### src/rtl/duke550_ctrl_pkg.sv
// Shared encodings for the Duke 550 multicycle controller: states, opcodes,
// PC/writeback source selects and ALU operations.
package duke550_ctrl_pkg;

    typedef enum logic [2:0] {
        StFetch,
        StDecode,
        StExec,
        StMem,
        StWb,
        StIoWait
    } state_e;

    localparam logic [4:0] OpRtypeMax = 5'b00101;
    localparam logic [4:0] OpAddi     = 5'b00110;
    localparam logic [4:0] OpLw       = 5'b00111;
    localparam logic [4:0] OpSw       = 5'b01000;
    localparam logic [4:0] OpBne      = 5'b01001;
    localparam logic [4:0] OpBgt      = 5'b01010;
    localparam logic [4:0] OpJr       = 5'b01011;
    localparam logic [4:0] OpJ        = 5'b01100;
    localparam logic [4:0] OpJal      = 5'b01101;
    localparam logic [4:0] OpIn       = 5'b01110;
    localparam logic [4:0] OpOut      = 5'b01111;

    localparam logic [1:0] PcSrcInc = 2'd0;
    localparam logic [1:0] PcSrcBr  = 2'd1;
    localparam logic [1:0] PcSrcTgt = 2'd2;
    localparam logic [1:0] PcSrcRd  = 2'd3;

    localparam logic [1:0] RwdAlu = 2'd0;
    localparam logic [1:0] RwdMem = 2'd1;
    localparam logic [1:0] RwdIn  = 2'd2;
    localparam logic [1:0] RwdPc  = 2'd3;

    localparam logic [2:0] AluAdd = 3'b000;
    localparam logic [2:0] AluSub = 3'b001;

    function automatic logic is_rtype(input logic [4:0] op);
        return op <= OpRtypeMax;
    endfunction

endpackage

### src/rtl/multicycle_control_if.sv
// Control bundle between the multicycle controller (master) and the
// datapath / I/O side (slave).
interface multicycle_control_if #(
    parameter int unsigned OP_W    = 5,
    parameter int unsigned ALUOP_W = 3
);
    logic [OP_W-1:0]    op;
    logic               br_cond;
    logic               in_valid;
    logic               lcd_ready;
    logic               pc_we;
    logic [1:0]         pc_src;
    logic               ir_we;
    logic               alu_inb;
    logic [ALUOP_W-1:0] alu_op;
    logic               dmem_we;
    logic               rf_we;
    logic               rdst;
    logic [1:0]         rwd;
    logic               input_ack;
    logic               lcd_wren;
    logic               illegal;
    logic               busy;

    modport master (
        input  op, br_cond, in_valid, lcd_ready,
        output pc_we, pc_src, ir_we, alu_inb, alu_op, dmem_we, rf_we, rdst, rwd,
               input_ack, lcd_wren, illegal, busy
    );

    modport slave (
        output op, br_cond, in_valid, lcd_ready,
        input  pc_we, pc_src, ir_we, alu_inb, alu_op, dmem_we, rf_we, rdst, rwd,
               input_ack, lcd_wren, illegal, busy
    );
endinterface

### src/rtl/ctrl_decode.sv
// Combinational map from controller state and latched opcode to datapath
// strobes; holds no state of its own.
module ctrl_decode
    import duke550_ctrl_pkg::*;
#(
    parameter int unsigned ALUOP_W = 3
) (
    input  state_e             state_i,
    input  logic [4:0]         op_i,
    input  logic               fetch_last_i,
    input  logic               br_cond_i,
    input  logic               in_valid_i,
    input  logic               lcd_ready_i,
    output logic               pc_we_o,
    output logic [1:0]         pc_src_o,
    output logic               ir_we_o,
    output logic               alu_inb_o,
    output logic [ALUOP_W-1:0] alu_op_o,
    output logic               dmem_we_o,
    output logic               rf_we_o,
    output logic               rdst_o,
    output logic [1:0]         rwd_o,
    output logic               input_ack_o,
    output logic               lcd_wren_o
);

    always_comb begin
        pc_we_o     = 1'b0;
        pc_src_o    = PcSrcInc;
        ir_we_o     = 1'b0;
        alu_inb_o   = 1'b0;
        alu_op_o    = ALUOP_W'(AluAdd);
        dmem_we_o   = 1'b0;
        rf_we_o     = 1'b0;
        rdst_o      = 1'b0;
        rwd_o       = RwdAlu;
        input_ack_o = 1'b0;
        lcd_wren_o  = 1'b0;

        unique case (state_i)
            StFetch: begin
                if (fetch_last_i) begin
                    ir_we_o = 1'b1;
                    pc_we_o = 1'b1;
                end
            end
            StExec: begin
                if (is_rtype(op_i)) begin
                    rf_we_o  = 1'b1;
                    rdst_o   = 1'b1;
                    alu_op_o = ALUOP_W'(op_i[2:0]);
                end else begin
                    case (op_i)
                        OpAddi: begin
                            rf_we_o   = 1'b1;
                            alu_inb_o = 1'b1;
                        end
                        OpLw, OpSw: alu_inb_o = 1'b1;
                        OpBne, OpBgt: begin
                            pc_we_o  = br_cond_i;
                            pc_src_o = PcSrcBr;
                            alu_op_o = ALUOP_W'(AluSub);
                        end
                        OpJr: begin
                            pc_we_o  = 1'b1;
                            pc_src_o = PcSrcRd;
                        end
                        OpJ: begin
                            pc_we_o  = 1'b1;
                            pc_src_o = PcSrcTgt;
                        end
                        // Register file captures the PC already bumped by FETCH.
                        OpJal: begin
                            pc_we_o  = 1'b1;
                            pc_src_o = PcSrcTgt;
                            rf_we_o  = 1'b1;
                            rwd_o    = RwdPc;
                        end
                        default: ;
                    endcase
                end
            end
            StMem: begin
                if (op_i == OpSw) dmem_we_o = 1'b1;
                else              alu_inb_o = 1'b1;
            end
            StWb: begin
                rf_we_o = 1'b1;
                rwd_o   = RwdMem;
            end
            StIoWait: begin
                if (op_i == OpIn) begin
                    if (in_valid_i) begin
                        input_ack_o = 1'b1;
                        rf_we_o     = 1'b1;
                        rwd_o       = RwdIn;
                    end
                end else if (lcd_ready_i) begin
                    lcd_wren_o = 1'b1;
                end
            end
            default: ;
        endcase
    end

endmodule

### src/rtl/multicycle_control.sv
// Multicycle instruction sequencer for the Duke 550 core: state register,
// memory-latency counter, opcode latch and sticky illegal flag.
module multicycle_control
    import duke550_ctrl_pkg::*;
#(
    parameter int unsigned OP_W     = 5,
    parameter int unsigned ALUOP_W  = 3,
    parameter int unsigned IMEM_LAT = 1,
    parameter int unsigned DMEM_LAT = 1
) (
    input logic                 clock,
    input logic                 reset,
    multicycle_control_if.master bus
);

    state_e          state_q, state_d;
    logic [3:0]      cnt_q, cnt_d;
    logic [OP_W-1:0] op_q, op_d;
    logic            illegal_q, illegal_d;

    logic       fetch_last, mem_last, op_legal;
    logic [4:0] op_lo;

    assign fetch_last = cnt_q == 4'(IMEM_LAT - 1);
    assign mem_last   = cnt_q == 4'(DMEM_LAT - 1);
    // Only opcodes 00000-01111 are defined; any higher bit set is illegal.
    assign op_legal   = (bus.op >> 4) == '0;
    assign op_lo      = op_q[4:0];

    always_comb begin
        state_d   = state_q;
        cnt_d     = cnt_q;
        op_d      = op_q;
        illegal_d = illegal_q;

        unique case (state_q)
            StFetch: begin
                if (fetch_last) state_d = StDecode;
                else            cnt_d   = cnt_q + 4'd1;
            end
            StDecode: begin
                op_d = bus.op;
                if (!op_legal) begin
                    illegal_d = 1'b1;
                    state_d   = StFetch;
                end else begin
                    state_d = StExec;
                end
            end
            StExec: begin
                if (op_lo == OpLw || op_lo == OpSw)       state_d = StMem;
                else if (op_lo == OpIn || op_lo == OpOut) state_d = StIoWait;
                else                                      state_d = StFetch;
            end
            StMem: begin
                if (op_lo == OpSw)  state_d = StFetch;
                else if (mem_last)  state_d = StWb;
                else                cnt_d   = cnt_q + 4'd1;
            end
            StWb: state_d = StFetch;
            StIoWait: begin
                if ((op_lo == OpIn && bus.in_valid) || (op_lo == OpOut && bus.lcd_ready)) begin
                    state_d = StFetch;
                end
            end
            default: state_d = StFetch;
        endcase

        if (state_d != state_q) cnt_d = '0;
    end

    always_ff @(posedge clock) begin
        if (reset) begin
            state_q   <= StFetch;
            cnt_q     <= '0;
            op_q      <= '0;
            illegal_q <= 1'b0;
        end else begin
            state_q   <= state_d;
            cnt_q     <= cnt_d;
            op_q      <= op_d;
            illegal_q <= illegal_d;
        end
    end

    logic               dec_pc_we, dec_ir_we, dec_alu_inb, dec_dmem_we, dec_rf_we, dec_rdst;
    logic               dec_input_ack, dec_lcd_wren;
    logic [1:0]         dec_pc_src, dec_rwd;
    logic [ALUOP_W-1:0] dec_alu_op;

    ctrl_decode #(
        .ALUOP_W(ALUOP_W)
    ) u_decode (
        .state_i      (state_q),
        .op_i         (op_lo),
        .fetch_last_i (fetch_last),
        .br_cond_i    (bus.br_cond),
        .in_valid_i   (bus.in_valid),
        .lcd_ready_i  (bus.lcd_ready),
        .pc_we_o      (dec_pc_we),
        .pc_src_o     (dec_pc_src),
        .ir_we_o      (dec_ir_we),
        .alu_inb_o    (dec_alu_inb),
        .alu_op_o     (dec_alu_op),
        .dmem_we_o    (dec_dmem_we),
        .rf_we_o      (dec_rf_we),
        .rdst_o       (dec_rdst),
        .rwd_o        (dec_rwd),
        .input_ack_o  (dec_input_ack),
        .lcd_wren_o   (dec_lcd_wren)
    );

    // Reset masks every output so an aborted instruction cannot write anything.
    assign bus.pc_we     = dec_pc_we & ~reset;
    assign bus.pc_src    = reset ? 2'd0 : dec_pc_src;
    assign bus.ir_we     = dec_ir_we & ~reset;
    assign bus.alu_inb   = dec_alu_inb & ~reset;
    assign bus.alu_op    = reset ? '0 : dec_alu_op;
    assign bus.dmem_we   = dec_dmem_we & ~reset;
    assign bus.rf_we     = dec_rf_we & ~reset;
    assign bus.rdst      = dec_rdst & ~reset;
    assign bus.rwd       = reset ? 2'd0 : dec_rwd;
    assign bus.input_ack = dec_input_ack & ~reset;
    assign bus.lcd_wren  = dec_lcd_wren & ~reset;
    assign bus.illegal   = illegal_q & ~reset;
    assign bus.busy      = ~reset & ((state_q != StFetch) || (cnt_q != 4'd0));

endmodule
### src/flat_wrapper.sv
// flat-port wrapper written by rule: the top's interface ports become plain ports
module multicycle_control_flat import duke550_ctrl_pkg::*;
#(
    parameter int unsigned OP_W     = 5,
    parameter int unsigned ALUOP_W  = 3,
    parameter int unsigned IMEM_LAT = 1,
    parameter int unsigned DMEM_LAT = 1
)
  (clock, reset, bus_op, bus_br_cond, bus_in_valid, bus_lcd_ready, bus_pc_we, bus_pc_src, bus_ir_we, bus_alu_inb, bus_alu_op, bus_dmem_we, bus_rf_we, bus_rdst, bus_rwd, bus_input_ack, bus_lcd_wren, bus_illegal, bus_busy);
  multicycle_control_if #(.OP_W(OP_W), .ALUOP_W(ALUOP_W)) bus_i ();
  input logic clock;
  input logic reset;
  input wire logic [$bits(bus_i.op)-1:0] bus_op;
  input wire logic [$bits(bus_i.br_cond)-1:0] bus_br_cond;
  input wire logic [$bits(bus_i.in_valid)-1:0] bus_in_valid;
  input wire logic [$bits(bus_i.lcd_ready)-1:0] bus_lcd_ready;
  output wire logic [$bits(bus_i.pc_we)-1:0] bus_pc_we;
  output wire logic [$bits(bus_i.pc_src)-1:0] bus_pc_src;
  output wire logic [$bits(bus_i.ir_we)-1:0] bus_ir_we;
  output wire logic [$bits(bus_i.alu_inb)-1:0] bus_alu_inb;
  output wire logic [$bits(bus_i.alu_op)-1:0] bus_alu_op;
  output wire logic [$bits(bus_i.dmem_we)-1:0] bus_dmem_we;
  output wire logic [$bits(bus_i.rf_we)-1:0] bus_rf_we;
  output wire logic [$bits(bus_i.rdst)-1:0] bus_rdst;
  output wire logic [$bits(bus_i.rwd)-1:0] bus_rwd;
  output wire logic [$bits(bus_i.input_ack)-1:0] bus_input_ack;
  output wire logic [$bits(bus_i.lcd_wren)-1:0] bus_lcd_wren;
  output wire logic [$bits(bus_i.illegal)-1:0] bus_illegal;
  output wire logic [$bits(bus_i.busy)-1:0] bus_busy;
  assign bus_i.op = bus_op;
  assign bus_i.br_cond = bus_br_cond;
  assign bus_i.in_valid = bus_in_valid;
  assign bus_i.lcd_ready = bus_lcd_ready;
  assign bus_pc_we = bus_i.pc_we;
  assign bus_pc_src = bus_i.pc_src;
  assign bus_ir_we = bus_i.ir_we;
  assign bus_alu_inb = bus_i.alu_inb;
  assign bus_alu_op = bus_i.alu_op;
  assign bus_dmem_we = bus_i.dmem_we;
  assign bus_rf_we = bus_i.rf_we;
  assign bus_rdst = bus_i.rdst;
  assign bus_rwd = bus_i.rwd;
  assign bus_input_ack = bus_i.input_ack;
  assign bus_lcd_wren = bus_i.lcd_wren;
  assign bus_illegal = bus_i.illegal;
  assign bus_busy = bus_i.busy;
  multicycle_control #(.OP_W(OP_W), .ALUOP_W(ALUOP_W), .IMEM_LAT(IMEM_LAT), .DMEM_LAT(DMEM_LAT)) u_core (.clock(clock), .reset(reset), .bus(bus_i));
endmodule
### config.mk
export PLATFORM = sky130hd
export DESIGN_NAME = multicycle_control_flat
export DESIGN_NICKNAME = d
export VERILOG_FILES = /design/src/rtl/duke550_ctrl_pkg.sv /design/src/rtl/multicycle_control_if.sv /design/src/rtl/ctrl_decode.sv /design/src/rtl/multicycle_control.sv /design/src/flat_wrapper.sv
export SDC_FILE = /design/constraint.sdc
export NUM_CORES = 1
export LEC_CHECK = 0
export BUFFER_PORTS_ARGS = -buffer_cell sky130_fd_sc_hd__buf_2
export CAP_MARGIN = 20
export CORE_MARGIN = 5
export CORE_UTILIZATION = 29
export CTS_CLUSTER_SIZE = 25
export DETAILED_ROUTE_END_ITERATION = 10
export SETUP_SLACK_MARGIN = 0.2
export SLEW_MARGIN = 15
export SYNTH_ARGS = -nofsm -noshare
export SYNTH_HDL_FRONTEND = slang
export SYNTH_SLANG_ARGS = --single-unit
### constraint.sdc
create_clock -name clock -period 2.4 [get_ports clock]
set_input_delay 0.48 -clock clock [delete_from_list [all_inputs] [get_ports clock]]
set_output_delay 0.48 -clock clock [all_outputs]
set_load 0.02 [all_outputs]
==> After elaboration in Yosys (flattened, before gate mapping) <==
Index checks and enable logic that the tools add are counted.
{ "classes": {"n_addsub": 1, "n_mul": 0, "div_mod_pow": 0, "magnitude_cmp": 1, "eq_ne": 17, "shift": 0, "muxes": 47, "bitwise": 12, "n_reduce_logical": 20} }
{ "op_table": {"columns": ["operator", "count"], "rows": [
  ["5-bit by 4-bit == test with 1-bit output (second input constant)", 8],
  ["3-bit 2-to-1 mux", 9],
  ["1-bit 2-to-1 mux", 19],
  ["2-bit 2-to-1 mux", 9],
  ["3-bit one-hot mux with 5 select lines", 1],
  ["2-bit one-hot mux with 3 select lines", 2],
  ["1-bit bitwise AND", 10],
  ["5-bit by 3-bit == test with 1-bit output (second input constant)", 2],
  ["4-bit 2-to-1 mux", 2],
  ["4-bit one-hot mux with 2 select lines", 1],
  ["2-bit OR reduction", 4],
  ["3-bit by 2-bit == test with 1-bit output (second input constant)", 2],
  ["3-bit == test (second input constant)", 2],
  ["1-bit one-hot mux with 2 select lines", 3],
  ["3-bit OR reduction", 2],
  ["5-bit by 3-bit <= comparator with 1-bit output (second input constant)", 1],
  ["5-bit logical NOT", 1],
  ["4-bit by 1-bit adder with 4-bit output (second input constant)", 1],
  ["4-bit logical NOT", 1],
  ["1-bit logical OR", 4],
  ["2-bit AND reduction", 2],
  ["4-bit nonzero test", 1],
  ["3-bit by 1-bit == test with 1-bit output (second input constant)", 1],
  ["3-bit logical NOT", 1],
  ["7 further kinds", 9]
]} }
{ "totals": {"regBits": 13, "latchBits": 0, "mem_bits_rw": 0, "mem_bits_ro": 0, "output_inout_bits": 17, "n_memories": 0} }

==> Logic depth before layout (Yosys ltp) <==
Gate-level depths: netlist of run 1.
{ "depth": {"word_depth": 7, "depth_mapped": 7} }

==> Modules after synthesis <==
Synthesis of run 1 repeated with hierarchy kept, for this count alone.
{ "hier_totals": {"cells_unflattened": 145, "area_unflattened_um2": 1131.1} }
{ "modules_own_cells": {"columns": ["mod", "instances", "cells_per_inst", "area_each_um2", "seq_area_each_um2"], "rows": [
  ["multicycle_control", 1, 98, 813.3, 260.2],
  ["ctrl_decode", 1, 47, 317.8, 0.0]
]} }

==> Least setup slack after synthesis of run 1 <==
OpenSTA, ideal clock, no wires.
{ "synth_path": {"path_type": "register to output", "startpoint": "register u_core.cnt_q[0]", "endpoint": "output port bus_pc_we", "arrival_time_ns": 2.034, "slack_ns": -0.114, "stages_incl_launch_ff": 7, "path_cell_list": "dfxtp_1 inv_1 ha_1 or3b_1 nor4_1 nor2b_1 o21bai_1"} }
{ "synth_via": {"elab_chain_len": 4} }
{ "synth_rtl": {"columns": ["item", "line_no", "text"], "rows": [
  ["start: declaration", "multicycle_control.sv:17", "logic [3:0] cnt_q, cnt_d;"],
  ["start signal: assignment", "multicycle_control.sv:80", "cnt_q <= cnt_d;"],
  ["4-bit logical NOT", "multicycle_control.sv:24", "assign fetch_last = cnt_q == 4'(IMEM_LAT - 1);"],
  ["1-bit 2-to-1 mux", "ctrl_decode.sv:42", "if (fetch_last_i) begin"],
  ["1-bit one-hot mux with 2 select lines", "ctrl_decode.sv:40", "unique case (state_i)"],
  ["1-bit bitwise AND", "multicycle_control.sv:114", "assign bus.pc_we = dec_pc_we & ~reset;"],
  ["end: declaration", "flat_wrapper.sv:17", "output wire logic [$bits(bus_i.pc_we)-1:0] bus_pc_we;"]
]} }
Every way passes these cells.

==> Worst setup path in the final report of run 1 <==
Same ends and word-level chain as after synthesis.

==> results.tsv, run 1 <==
metric	value	unit
run status	finished, final reports clean	
fin area	1480	µm²
share of cells above drive strength 1	42.0	%
CP Capture Type	output port	
min cycle time layout	2.30	ns
Max Clock Skew	0.00626	ns
crit path max fanout	2	
slew at the pin with the worst max-slew slack	0.580	ns
area growth from synthesis to layout	43.9	%
GR Util met1	14.6	%
Ant. Diodes	0	
Post-route DRC	0	
post-route clock period utilization	95.9	%
Die Width	69.6	µm
YS warnings	0	
Placeable Area	3390	µm²
Port Buffers	26	
FFs w/ async S/R, synth	0	%
Maximum Capacitance Violations	0	
total track usage	12.1	%
cell area after synthesis	1030	µm²
total number of vias	1196	
CTS buffer count	3	
CTS tree	yes	
vias in the first global route	1094	
Synth area leader	dfxtp_1	
GR Overflow Total	0	
worst vdd ir	0.302	mV
Max Fclk	0.435	GHz
FILL cells	341	
ys flop type	dfxtp_1	
row count	21	
Setup violations, final	0	
most frequent cells in the layout	buf_4 (22), buf_2 (20), nor2_1 (17)	
antenna-violating nets left	0	
area of the multi-input gates	795	µm²
initial DRC count	39	
Avg Inst Size Synth	7.21	µm²
sequential share of the synthesized area	25.2	%
1st-pass router iterations	4	
Die ar.	4850	µm²
worst hold path class	in2reg	
Synth cell types	41	
flops & latches, synth	13	
PwrDens	367	nW/µm²
most common cell after layout, fill and taps aside	buf_4	
Pleak	0.000616	µW
M3 GR Usage	2.46	%
required time of the critical path	1.92	ns
EDFF count, synth	0	
clock latency on the worst-skew pair	0.28	ns
initial antenna violation count	0	
hold_ws	0.416	ns
clock root cell	clkbuf_4	
chip height	69.6	µm
clk sink count	13	
RSZ-0062 raised after global routing	true	
Total Nets Final	194	
Initial Util	30.4	%
largest net degree at the start of global routing	17	
routability congestion estimate	0.817	
Crit Path Category	reg2out	
num ports	27	
CTS max path bufs	2	
global-route wire length before repair	4890	µm
Gate Count Post-Synth	143	
synth top area cells	dfxtp_1 (25%), nor2_1 (6.6%), a21oi_1 (6.3%)	
H-tree depth	1	
DR vias/cell	5.27	
syn_nets	155	
Worst Path Arrival	1.82	ns
sequential cell area	287	µm²
share of the synthesized area in the top cell type	25.2	%
Worst-path clk slew	0.08	ns
HPWL after DPL	2090	µm
endpoints failing hold	0	
met2 Resource Use GR	19.9	%
Worst setup SP type	flop	
Most Crowded Layer GR	met2	
Slew HR	61.0	%
routed wire length	3080	µm
drt wl/cell	13.6	µm
Post-DP Area	1230	µm²
Final Slew Violations	0	
timing repair:
action,4_1_cts,5_1_grt
pin swaps,4,3
resized for setup,27,15
setup buffers,10,2
gates cloned,0,0
setup endpoints to repair,12,16
hold buffers,0,0
synth_stat cells (all sizes together), types with 4 or more instances:
cell type and number:
a211oi 5, a21oi 13, clkbuf 10, dfxtp 13
inv 5, nand2 12, nor2 18, nor2b 4
nor3 5, nor4b 4, o21ai 11
cell families (layout without fill, tap and decap cells):
kind of cell             count (synthesis)  in the layout  share of synthesized area, %
AO/OA/AOI/OAI                           43             43                          26.1
AND/OR/NAND/NOR                         63             63                          34.3
buffers and inverters                   16             54                          6.55
multiplexers                             2              2                          1.94
adder cells (fa/ha/maj)                  2              2                          2.43
XOR/XNOR                                 4              4                          3.40
flip-flops                              13             13                          25.2
critical path, cell delays in order, from the launching register on:
cell,delay (ns)
dfxtp_2,0.33
inv_2,0.07
ha_4,0.13
or3b_4,0.40
nor4_4,0.17
nor2b_4,0.18
o21bai_1,0.10
buf_4,0.16
report_power, final:
| part | switching (µW) | total [µW] | leakage (µW) | internal, µW |
|---|---|---|---|---|
| registers | 22.8 | 247 | 0.000112 | 224 |
| logic | 83.8 | 161 | 0.000486 | 77.4 |
| clock network | 75.4 | 137 | 0.0000177 | 61.9 |
worst paths after layout:
path,start,to,slack [ns],depth (start not counted)
hold reg to reg,u_core.illegal_q,u_core.illegal_q,0.48,2
hold / removal,bus_op[2],u_core.op_lo[2],0.42,3
setup / recovery,u_core.cnt_q[0],bus_pc_we,0.1,7
setup reg to reg,u_core.cnt_q[0],u_core.cnt_q[1],0.28,9
through the flow:
stage	setup TNS [ns]	instances	setup slack, ns	util (%)	power, µW
after global routing	-0.00481	227	-0.00481	43.8	580
after floorplan	-0.0260	143	-0.0260	-	335
after CTS	0	225	0.0222	41.8	536
final	0	227	0.0988	43.8	545
after global placement	0	211	0.253	36.3	372
after detailed placement	0	211	0.202	36.3	376
per-layer routing:
| layer | share of wire, % | up-vias |
|---|---|---|
| met2 | 49 | 28 |
| met4 | 1.8 | 0 |
| li1 | - | 600 |
| met3 | 3.5 | 5 |
| met1 | 46 | 563 |
| met5 | 0 | - |
registers in the layout, indices dropped and copies added, names as in the netlist:
| register | cells |
|---|---|
| u_core.cnt_q | 4 |
| u_core.illegal_q | 1 |
| u_core.op_lo | 5 |
| u_core.state_q | 3 |
cell type report:
class	count	share of cell area (%)
Multi-Input combinational cell	114	53.5
Timing Repair Buffer	45	20.2
Sequential cell	13	19.3
Tap cell	46	3.88
Clock buffer	3	1.52
Inverter	5	1.26
Clock inverter	1	0.337
Power figures use the tool's default switching activity.
==> inputs of run 2 (changes only) <==
Settings changed: SYNTH_HIERARCHICAL from default to 1.
==> results.tsv, run 2 <==
metric	value	unit	change
run status	finished, final reports clean		unchanged
synth top area cells	dfxtp_1 (23%), nor2b_1 (9.4%), nor2_1 (5.6%)		was dfxtp_1 (25%), nor2_1 (6.6%), a21oi_1 (6.3%)
Final Power	619	µW	was 545 µW
internal power	425	µW	was 363 µW
global-route wire length before repair	4870	µm	was 4890 µm
power share of the sequential group	39.2	%	was 45.2%
YS warnings	6		was 0
DP Worst Slack	0.163	ns	was 0.202 ns
Worst setup SP type	flop		unchanged
Initial Util	30.4	%	about the same
worst path bufs/invs	3		was 2
chip height	72.5	µm	was 69.6 µm
FFs w/ async S/R, synth	0	%	unchanged
Clock power frac	32.4	%	was 25.2%
crit-path cells	inv_2, ha_4, or3b_4, inv_2, nor4b_4, a41o_1, nor2b_4, buf_6		was inv_2, ha_4, or3b_4, nor4_4, nor2b_4, o21bai_1, buf_4
endpoints failing hold	0		unchanged
vias in the first global route	1056		was 1,094
Post-route DRC	0		unchanged
Worst Path Arrival	1.82	ns	about the same
DR vias/cell	4.98		was 5.27
CP dominant cell by count	inv_2		
family with the most delay on the worst path	simple AND/OR/NAND/NOR gates		unchanged
FILL cells	396		was 341
Hold-fix buffers, CTS	0		unchanged
most frequent cells in the layout	buf_4 (22), buf_2 (19), nor2_1 (16)		was buf_4 (22), buf_2 (20), nor2_1 (17)
clk sink count	13		unchanged
EDFF count, synth	0		unchanged
RSZ-0062 raised after global routing	true		unchanged
cell area after synthesis	1130	µm²	was 1030 µm²
Final Slew Violations	0		unchanged
clock latency on the worst-skew pair	0.25	ns	was 0.28 ns
worst setup margin	0.102	ns	was 0.0988 ns
CTS max path bufs	2		unchanged
worst vdd ir	0.281	mV	was 0.302 mV
sequential share of the synthesized area	23.0	%	was 25.2%
CTS buffer count	3		unchanged
num ports	27		unchanged
non-filler cells, final	230		was 227
min cycle time layout	2.30	ns	about the same
Max Fclk	0.435	GHz	about the same
row count	22		was 21
syn_nets	157		was 155
Avg Inst Size Synth	7.80	µm²	was 7.21 µm²
Placeable Area	3720	µm²	was 3390 µm²
max FFs per register	5		unchanged
slowest stage cell, crit path	or3b_4		unchanged
CP Capture Type	output port		unchanged
Total Nets Final	195		was 194
Post-synth top cells	nor2_1 (17), nor2b_1 (17), dfxtp_1 (13)		was nor2_1 (18), a21oi_1 (13), dfxtp_1 (13)
Psw	193	µW	was 182 µW
largest net degree at the start of global routing	28		was 17
initial DRC count	69		was 39
1st-pass router iterations	4		unchanged
post-route clock period utilization	95.7	%	was 95.9%
HPWL after DPL	2010	µm	was 2090 µm
slew at the pin with the worst max-slew slack	0.493	ns	was 0.580 ns
Max Clock Skew	0.000879	ns	was 0.00626 ns
CP max stage delay	0.37	ns	was 0.40 ns
GR Overflow Total	0		unchanged
PwrDens	392	nW/µm²	was 367 nW/µm²
Die ar.	5250	µm²	was 4850 µm²
initial antenna violation count	0		unchanged
worst hold path class	in2reg		unchanged
flops & latches, synth	13		unchanged
ys flop type	dfxtp_1		unchanged
clock root cell	clkbuf_8		was clkbuf_4
Maximum Capacitance Violations	0		unchanged
most common cell after layout, fill and taps aside	buf_4		unchanged
area growth from synthesis to layout	39.5	%	was 43.9%
Die Width	72.5	µm	was 69.6 µm
Pleak	0.000658	µW	was 0.000616 µW
Crit Path Category	reg2out		unchanged
antenna-violating nets left	0		unchanged
drt wl/cell	12.8	µm	was 13.6 µm
H-tree depth	1		unchanged
share of cells above drive strength 1	44.0	%	was 42.0%
routed wire length	2950	µm	was 3080 µm
Synth area leader	dfxtp_1		unchanged
combinational power share	28.4	%	was 29.6%
Ant. Diodes	0		unchanged
Worst-path clk slew	0.06	ns	was 0.08 ns
DP Cell Count	217		was 211
required time of the critical path	1.92	ns	about the same
Total Neg Setup Slack	0	ns	unchanged
total track usage	11.5	%	was 12.1%
Gate Count Post-Synth	145		was 143
Synth cell types	49		was 41
share of the synthesized area in the top cell type	23.0	%	was 25.2%
Setup violations, final	0		unchanged
total number of vias	1145		was 1,196
sw frac	31.2	%	was 33.4%
crit path max fanout	2		unchanged
CTS tree	yes		unchanged
routability congestion estimate	0.741		was 0.817
Port Buffers	26		unchanged
Slew HR	67.1	%	was 61.0%
[run 2: cell types whose count changed after synthesis, sizes merged, moves of 3 or more]
cell    delta
o21ai      -7
a211oi     -4
nor4b      -3
mux2i      +4
nor2b     +13
a21oi      -4
nor3       -3
clkbuf     -3
nand4b     +3
nand2      -5
buf        +4
[run 2: what timing repair did]
action / in CTS / in global routing
pin swaps: 3 / 3
endpoints found under the setup margin: 11 / 15
buffers inserted: 4 / 5
gates resized for setup: 23 / 16
[run 2: layout make-up]
type / instances / area, µm² / share of cell area [%]
clock buffers: 3 / 41.3 / 2.62
repair buffers: 45 / 305 / 19.3
well taps: 48 / 60.1 / 3.81
flip-flops and latches: 13 / 282 / 17.8
multi-input cells: 113 / 858 / 54.4
inverters: 7 / 26.3 / 1.67
clock inverters: 1 / 5.00 / 0.317
[run 2: through the flow]
| step | area [µm²] | utilization (%) | hold WS (ns) |
|---|---|---|---|
| floorplan | 1150 | - | 0.429 |
| detailed placement | 1350 | 36.3 | 0.459 |
| global route | 1580 | 42.5 | 0.488 |
| CTS | 1480 | 39.8 | 0.468 |
| global placement | 1350 | 36.3 | 0.450 |
| finish | 1580 | 42.5 | 0.469 |
[run 2: routing by layer]
metal  GRT usage [%]  routed length, µm  vias to the layer above
li1                -                  -                      598
met1            15.5               1460                      519
met2            18.0               1310                       23
met3            1.52                127                        5
met4            5.53                 51                        0
met5               0                  0                        -
[run 2: worst reg2reg max path, stage by stage (launching register included)]
cell and delay, ns:
dfxtp_4 0.36, buf_6 0.14, or4b_1 0.65, o211ai_1 0.32
a21oi_2 0.10, o2111ai_2 0.28, nor2_1 0.10
[run 2: path summary, 6_finish.rpt]
path	endpoint	slack [ns]	from	depth (start not counted)
worst max register to register	u_core/cnt_q[2]	0.33	u_core/op_lo[0]	6
worst min register to register	u_core/illegal_q	0.48	u_core/illegal_q	2
worst min-delay path	u_core/op_lo[0]	0.47	bus_op[0]	3
worst max-delay path	bus_pc_we	0.10	u_core/cnt_q[0]	8
[run 2: logic make-up after synthesis]
family,count (synthesis),synth area share [%]
compound gates,30,19.8
fa+ha+maj,2,2.21
mux,7,6.31
buf+inv,19,8.08
flops,13,23.0
simple gates,70,37.5
xor+xnor,4,3.10
[run 2: power by group through the flow]
stage          combinational, µW  clock [µW]  sequential (µW)
2_1_floorplan                117           0              244
3_3_place_gp                 148           0              249
3_5_place_dp                 149           0              249
4_1_cts                      161         209              247
5_1_grt                      193         215              245
6_report                     176         200              242
